`src/rtl/resp_tx_sched.sv`:
```
// Response transmit scheduler: ALU (2-byte) and REG (1-byte) holding slots serialised to a UART TX
// with round-robin slot selection and a SEND timeout. Define RESP_SCHED_DROP_CNT_EN to add DROP_CNT.
module resp_tx_sched #(
    parameter int width    = 8,
    parameter int BUSY_TMO = 64
) (
    input  logic             CLK,
    input  logic             RST,
    input  logic [15:0]      ALU_OUT,
    input  logic             OUT_VALID,
    input  logic [width-1:0] RdData,
    input  logic             RdData_Valid,
    input  logic             Busy,
    output logic [width-1:0] TX_DATA,
    output logic             TX_D_VLD,
    output logic             RESP_PEND,
    output logic             OVF,
    output logic             TMO_ERR
`ifdef RESP_SCHED_DROP_CNT_EN
    ,
    output logic [7:0]       DROP_CNT
`endif
);

    // state     | meaning
    // S_IDLE    | no frame in flight; waits for a full slot and Busy low
    // S_SEND    | TX_D_VLD raised with TX_DATA stable; waits for Busy high or timeout
    // S_WAIT_LO | byte accepted; waits for Busy low before next byte or frame end
    typedef enum logic [1:0] {
        S_IDLE    = 2'd0,
        S_SEND    = 2'd1,
        S_WAIT_LO = 2'd2
    } state_t;

    localparam logic [7:0] TMO_LAST = 8'(BUSY_TMO - 1);

    state_t           state_q, state_d;
    logic             alu_full_q, alu_full_d;
    logic             reg_full_q, reg_full_d;
    logic [15:0]      alu_q, alu_d;
    logic [width-1:0] reg_q, reg_d;
    logic             sel_q, sel_d;     // slot in flight: 1 = REG, 0 = ALU
    logic             last_q, last_d;   // last served slot: 1 = REG, 0 = ALU
    logic             more_q, more_d;   // ALU high byte still to send
    logic [7:0]       cnt_q, cnt_d;
    logic [width-1:0] tx_data_q, tx_data_d;
    logic             ovf_q, ovf_d;
    logic             tmo_q, tmo_d;

    logic             frame_done;
    logic             pick_reg;
    logic             alu_free, reg_free;
    logic             alu_take, reg_take;
    logic [width-1:0] alu_lo, alu_hi;

    assign alu_lo   = width'(alu_q[7:0]);
    assign alu_hi   = width'(alu_q[15:8]);
    assign pick_reg = reg_full_q && (!alu_full_q || !last_q);

    always_ff @(posedge CLK) begin
        if (RST) begin
            state_q    <= S_IDLE;
            alu_full_q <= 1'b0;
            reg_full_q <= 1'b0;
            alu_q      <= '0;
            reg_q      <= '0;
            sel_q      <= 1'b0;
            last_q     <= 1'b1;
            more_q     <= 1'b0;
            cnt_q      <= '0;
            tx_data_q  <= '0;
            ovf_q      <= 1'b0;
            tmo_q      <= 1'b0;
        end else begin
            state_q    <= state_d;
            alu_full_q <= alu_full_d;
            reg_full_q <= reg_full_d;
            alu_q      <= alu_d;
            reg_q      <= reg_d;
            sel_q      <= sel_d;
            last_q     <= last_d;
            more_q     <= more_d;
            cnt_q      <= cnt_d;
            tx_data_q  <= tx_data_d;
            ovf_q      <= ovf_d;
            tmo_q      <= tmo_d;
        end
    end

    always_comb begin
        state_d    = state_q;
        sel_d      = sel_q;
        last_d     = last_q;
        more_d     = more_q;
        cnt_d      = cnt_q;
        tx_data_d  = tx_data_q;
        frame_done = 1'b0;
        tmo_d      = 1'b0;

        case (state_q)
            S_IDLE: begin
                if (!Busy && (alu_full_q || reg_full_q)) begin
                    sel_d     = pick_reg;
                    last_d    = pick_reg;
                    more_d    = !pick_reg;
                    tx_data_d = pick_reg ? reg_q : alu_lo;
                    cnt_d     = '0;
                    state_d   = S_SEND;
                end
            end
            S_SEND: begin
                if (Busy) begin
                    state_d = S_WAIT_LO;
                end else if (cnt_q == TMO_LAST) begin
                    frame_done = 1'b1;
                    tmo_d      = 1'b1;
                    state_d    = S_IDLE;
                end else begin
                    cnt_d = cnt_q + 8'd1;
                end
            end
            S_WAIT_LO: begin
                if (!Busy) begin
                    if (more_q) begin
                        tx_data_d = alu_hi;
                        more_d    = 1'b0;
                        cnt_d     = '0;
                        state_d   = S_SEND;
                    end else begin
                        frame_done = 1'b1;
                        state_d    = S_IDLE;
                    end
                end
            end
            default: state_d = S_IDLE;
        endcase

        // a slot freed this cycle may be refilled by a strobe in the same cycle
        alu_free   = frame_done && !sel_q;
        reg_free   = frame_done && sel_q;
        alu_take   = OUT_VALID && (!alu_full_q || alu_free);
        reg_take   = RdData_Valid && (!reg_full_q || reg_free);
        alu_full_d = (alu_full_q && !alu_free) || alu_take;
        reg_full_d = (reg_full_q && !reg_free) || reg_take;
        alu_d      = alu_take ? ALU_OUT : alu_q;
        reg_d      = reg_take ? RdData : reg_q;
        ovf_d      = (OUT_VALID && !alu_take) || (RdData_Valid && !reg_take);
    end

    always_comb begin
        TX_D_VLD  = (state_q == S_SEND);
        TX_DATA   = tx_data_q;
        RESP_PEND = alu_full_q || reg_full_q || (state_q != S_IDLE);
        OVF       = ovf_q;
        TMO_ERR   = tmo_q;
    end

`ifdef RESP_SCHED_DROP_CNT_EN
    logic [7:0] drop_cnt_q, drop_cnt_d;

    always_comb begin
        drop_cnt_d = drop_cnt_q;
        if (ovf_d && (drop_cnt_q != 8'hFF)) begin
            drop_cnt_d = drop_cnt_q + 8'd1;
        end
    end

    always_ff @(posedge CLK) begin
        if (RST) begin
            drop_cnt_q <= '0;
        end else begin
            drop_cnt_q <= drop_cnt_d;
        end
    end

    assign DROP_CNT = drop_cnt_q;
`endif

endmodule
```
`config.mk`:
```
export PLATFORM = sky130hd
export DESIGN_NAME = resp_tx_sched
export DESIGN_NICKNAME = d
export VERILOG_FILES = /design/src/rtl/resp_tx_sched.sv
export SDC_FILE = /design/constraint.sdc
export NUM_CORES = 1
export LEC_CHECK = 0
export BUFFER_PORTS_ARGS = -buffer_cell sky130_fd_sc_hd__buf_2
export CORE_MARGIN = 4
export CORE_UTILIZATION = 55
export CTS_BUF_LIST = sky130_fd_sc_hd__clkbuf_4 sky130_fd_sc_hd__clkbuf_8 sky130_fd_sc_hd__clkbuf_16
export DETAILED_ROUTE_END_ITERATION = 6
export GPL_ROUTABILITY_DRIVEN = 0
export PLACE_DENSITY = 0.81
export SLEW_MARGIN = 10
export SYNTH_ARGS = -nofsm -noshare
export SYNTH_HDL_FRONTEND = slang
export SYNTH_SLANG_ARGS = --single-unit
```
`constraint.sdc`:
```
create_clock -name CLK -period 2.4 [get_ports CLK]
set_input_delay 0.24 -clock CLK [delete_from_list [all_inputs] [get_ports CLK]]
set_output_delay 0.24 -clock CLK [all_outputs]
set_load 0.03 [all_outputs]
```
=== Word-level counts from Yosys, hierarchy flattened ===
Cells that the tools add are included.

* Logic and storage cells: 86
* Flip-flop bits (word level): 49
* Output and inout port bits: 12

* Bitwise gates (word level): 1
* Multiplexer cells: 25
* Add/subtract/negate cells: 1
* Reduce and logical (&&, ||, !) cells: 38
* Eq/ne operators: 9

{| class="wikitable"
|+ Operators by type and width
! kind !! number
|-
| two-way mux 8 bit || 9
|-
| one-hot mux 8 bit (3 select lines) || 1
|-
| one-hot mux 8 bit (2 select lines) || 1
|-
| logical AND 1 bit || 10
|-
| zero test 1 bit || 10
|-
| inequality test 2 bit, second input constant || 5
|-
| adder 8 x 1 -> 8 bit, second input constant || 1
|-
| equality test 8 x 6 -> 1 bit, second input constant || 1
|-
| logical OR 1 bit || 8
|-
| two-way mux 2 bit || 4
|-
| two-way mux 1 bit || 7
|-
| one-hot mux 2 bit (3 select lines) || 1
|-
| AND reduction 3 bit || 2
|-
| AND reduction 6 bit || 1
|-
| one-hot mux 1 bit (2 select lines) || 2
|-
| AND reduction 4 bit || 1
|-
| nonzero test 2 bit || 2
|-
| inequality test 3 x 2 -> 1 bit, second input constant || 1
|-
| nonzero test 3 bit || 1
|-
| equality test 2 x 1 -> 1 bit, second input constant || 1
|-
| equality test 2 bit, second input constant || 1
|-
| zero test 2 bit || 1
|-
| AND reduction 2 bit || 1
|-
| OR reduction 2 bit || 1
|-
| inverter 1 bit || 1
|}

=== Depth between registers and ports, before layout ===
* Depth after elaboration: 10
* Gate-level depth with buffers: 7

=== Worst setup path before layout ===
Ideal clock, no wire load.

* Path kind: register -> register
* From: reg state_q[1]
* To: reg cnt_q[2]
* Required time: 2265 ps
* Path slack: 489 ps
* Period minus slack after synthesis: 1911 ps
* Cell stages (with the launch flop): 8
* Library setup time: 135 ps
* Arrival time: 1775 ps
* Cell sequence: dfxtp_1 > inv_1 > ha_1 > clkbuf_1 > a21oi_1 > nand3_1 > o311ai_0 > o41ai_1

* Cells in the longest elaborated chain, start to end: 3

{| class="wikitable"
|+ Ends and longest elaborated chain
! element !! RTL line !! source
|-
| from (decl) || 37 || <nowiki>state_t state_q, state_d;</nowiki>
|-
| from (signal assigned) || 75 || <nowiki>state_q <= state_d;</nowiki>
|-
| equality test 2 x 1 -> 1 bit (*) || n/a ||
|-
| net TX_D_VLD || 15 || <nowiki>output logic TX_D_VLD,</nowiki>
|-
| inequality test 2 bit (no source line) / nonzero test 3 bit (equally long branches) || n/a ||
|-
| AND reduction 6 bit (no source line) || n/a ||
|-
| to (signal assigned) || 83 || <nowiki>cnt_q <= cnt_d;</nowiki>
|-
| to (decl) || 45 || <nowiki>logic [7:0] cnt_q, cnt_d;</nowiki>
|}

The timed path passes the listed nets; every way through them passes the cells marked *.
A chain may end at the register's enable or synchronous reset.

=== Final worst setup path ===
* From: reg state_q[1]
* To: reg reg_q[7]

* Cells in the longest elaborated chain, start to end: 5

{| class="wikitable"
|+ Ends and longest elaborated chain
! element !! RTL line !! source
|-
| equality test 2 bit / equality test 2 x 1 -> 1 bit (equally long branches) || 100 || <nowiki>case (state_q)</nowiki>
|-
| one-hot mux 1 bit (2 select lines) (*) || 100 ||
|-
| logical AND 1 bit (*) || 140 || <nowiki>reg_free = frame_done && sel_q;</nowiki>
|-
| logical OR 1 bit (*) || 142 || <nowiki>reg_take = RdData_Valid && (!reg_full_q || reg_free);</nowiki>
|-
| logical AND 1 bit (*) || 142 ||
|-
| to (signal assigned) || 79 || <nowiki>reg_q <= reg_d;</nowiki>
|-
| to (decl) || 41 || <nowiki>logic [width-1:0] reg_q, reg_d;</nowiki>
|}

Every way passes the cells marked *; elsewhere a longest branch is shown, timed or not.

==> impl_results.md <==
* CTS tree: done
* Post-synthesis cell type count at 46
* Synth Instances at 270
* GRT Overall Usage at 21.8%
* Layout Utilization at 66.5%
* H-tree levels at 2
* Synthesized Nets at 305
* Nets at approximately 350
* Yosys reg bits at 49
* Ratio of total power to cell area at 629 nW/um2
* Post-DP HPWL at around 3.9 mm
* Slowest CP cell: a211oi_2
* Root Driver: clkbuf_8
* Clock Sinks at between 40 and 50
* Die height at 73.4 um
* DR iter-0 viols at roughly 160
* Die Width at about 73 um
* Pleak at 1.03 nW
* Layout cell share with drive strength beyond 1 at 21.5%
* Max Fanout on Critical Path at 14
* Req. time, crit path at approximately 2600 ps
* Slew HR at between 50 and 60%
* Final min period at 2060 ps
* Crit path largest cell delay at roughly 500 ps
* Cells along the critical path: inv_1 > ha_1 > and4_1 > a211oi_2 > o21ai_0 > a21oi_1
* WP data arrival at 2300 ps
* Post-CTS Setup Inserts at 0
* # setup viols final at 0
* Dominant synthesized flop cell: dfxtp_1
* Via density at 5.91
* Worst slew pin tran at 634 ps
* Outcome: complete, no violations
* Initial Util at 57.9%
* Worst setup EP type: flop
* Mapped Area at 2350 um2
* GR Overflow Total at 0
* Via count at 2132
* Register area share after synthesis at 41.7%
* Max-cap violations at 0
* Core Area at 4060 um2
* Die area at 5380 um2
* First-pass GRT wire length at between 9 and 10 mm
* Yosys warning total at 0
* Setup TNS at 0 ps
* Avg Cell Area, Syn at 8.70 um2
* Cts bufs inserted at 5
* Initial antenna violation count at 0
* DRT Wirelength at 5.44 mm
* Highest-count cells in the layout ignoring fill and taps: dfxtp_1 (49), buf_2 (40), a21oi_1 (34)
* Max VDD drop at ~460 uV
* Worst Setup Start Kind: flop
* Final Hold Fails at 0
* I/O Buffers at 40
* Setup CP Type: reg2reg
* Slew Viols, Final at 0
* Worst-path clk slew at 90 ps
* Std-Cell Rows at 23
* Commonest non-fill, non-tap cell in the layout: dfxtp_1
* Antenna cells at 0
* Async set-or-reset flop fraction in the synthesized netlist at 0%
* DR WL/cell at 15.1 um
* Worst skew pair latency at around 310 ps
* Largest net degree at the start of global routing at 40
* HP Class: in2reg
* CTS max path bufs at 2
* Drt pass-1 iters at 4
* Vias in the first global route at 2065
* FMAX at 0.486 GHz
* Clk_skew at 7.14 ps
* # IOs at 41
* Post-synth EDFFs at 0
* Layout area overhead at 14.8%
* Period utilization at ~86%
* Residual DRC at 0
* RSZ-0062 raised after global routing: false
* Final ANT Viol Nets at 0
[metal layers]
layer	share of wire (%)	vias up	routed length [um]	track usage [%]
met5	0	-	0	0
met4	1.1	0	59	6.44
met3	6.3	7	343	5.20
met2	45	53	2420	35.1
met1	48	979	2610	29.2
li1	-	1093	-	-
[repair_timing]
action | in CTS | in global routing
hold buffers | 0 | 0
endpoints found under the setup margin | 0 | 10
gates resized for setup | 0 | 1
[logic make-up (layout without fill, tap and decap cells)]
kind of cell | count (synthesis) | count (layout) | synth area share, %
mux | 9 | 9 | 3.83
buf+inv | 22 | 63 | 4.05
fa+ha+maj | 6 | 6 | 3.19
flops | 49 | 49 | 41.7
simple gates | 74 | 74 | 17.6
compound gates | 110 | 110 | 29.6
[where the power goes]
| group | total (W) | switching, W | internal (W) |
|---|---|---|---|
| clock | 0.000492 | 0.000285 | 0.000207 |
| sequential | 0.000882 | 0.0000295 | 0.000853 |
| combinational | 0.000322 | 0.000200 | 0.000122 |
| total | 0.00170 | 0.000515 | 0.00118 |
[metrics by stage]
step / total power [W] / instance area, um2 / hold WS (ps) / worst slack, ps / instances
floorplan: 0.00112 / 2350 / 364 / 489 / 270
global placement: 0.00121 / 2600 / 459 / 291 / 353
detailed placement: 0.00122 / 2600 / 462 / 186 / 353
CTS: 0.00171 / 2690 / 161 / 166 / 361
global route: 0.00178 / 2700 / 167 / 55.9 / 361
finish: 0.00170 / 2700 / 168 / 341 / 361
[area by class of cell]
type | count | area (um2)
clock buffers | 5 | 68.8
clock inverters | 3 | 21.3
fillers | 372 | 1360
inverters | 7 | 26.3
multi-input cells | 199 | 1280
flip-flops and latches | 49 | 981
well taps | 50 | 62.6
repair buffers | 48 | 260
[cell usage after synthesis, types with 2 or more instances]
master | n | area [um2]
inv_1 | 5 | 18.8
nand4_1 | 3 | 18.8
o211ai_2 | 2 | 25.0
and3_1 | 3 | 18.8
nand3_1 | 29 | 145
o32ai_1 | 2 | 17.5
a211oi_1 | 2 | 15.0
and2_1 | 2 | 12.5
mux2i_1 | 9 | 90.1
a22o_1 | 9 | 78.8
nor2_1 | 4 | 15.0
a211oi_2 | 2 | 25.0
a21oi_1 | 34 | 170
o211ai_1 | 2 | 15.0
dfxtp_1 | 49 | 981
and4_1 | 2 | 17.5
ha_1 | 6 | 75.1
nand2b_1 | 2 | 12.5
buf_2 | 7 | 35.0
nand2_1 | 16 | 60.1
o21ai_1 | 14 | 70.1
clkbuf_1 | 7 | 26.3
o21ai_0 | 25 | 125
o311ai_0 | 4 | 35.0
o21a_1 | 4 | 30.0
o41ai_1 | 4 | 35.0
nor2b_1 | 3 | 18.8
[final timing paths]
check                                start    endpoint  slack, ps  depth (start not counted)
worst max-delay path            state_q[1]    reg_q[7]        340                          6
worst min-delay path            ALU_OUT[4]    alu_q[4]        170                          3
worst max register to register  state_q[1]    reg_q[7]        340                          6
worst min register to register  TX_DATA[3]  TX_DATA[3]        480                          1
[registers in the layout (all words and copies together) (netlist names)]
register and count:
alu_full_q 1, reg_q 8, reg_full_q 1, alu_q 16, state_q 2, OVF 1, TX_DATA 8, TMO_ERR 1
cnt_q 8, last_q 1, sel_q 1, more_q 1
[critical path: cells and delay by family, from the launching register on]
kind                       cells  cell delay, ps
AOI/OAI and AO/OA              3             840
DFF                            1             400
adders and majority gates      1             350
and+or+nand+nor                1             330
buffers and inverters          1              80
Note: power is estimated with default switching activity, not from simulation.
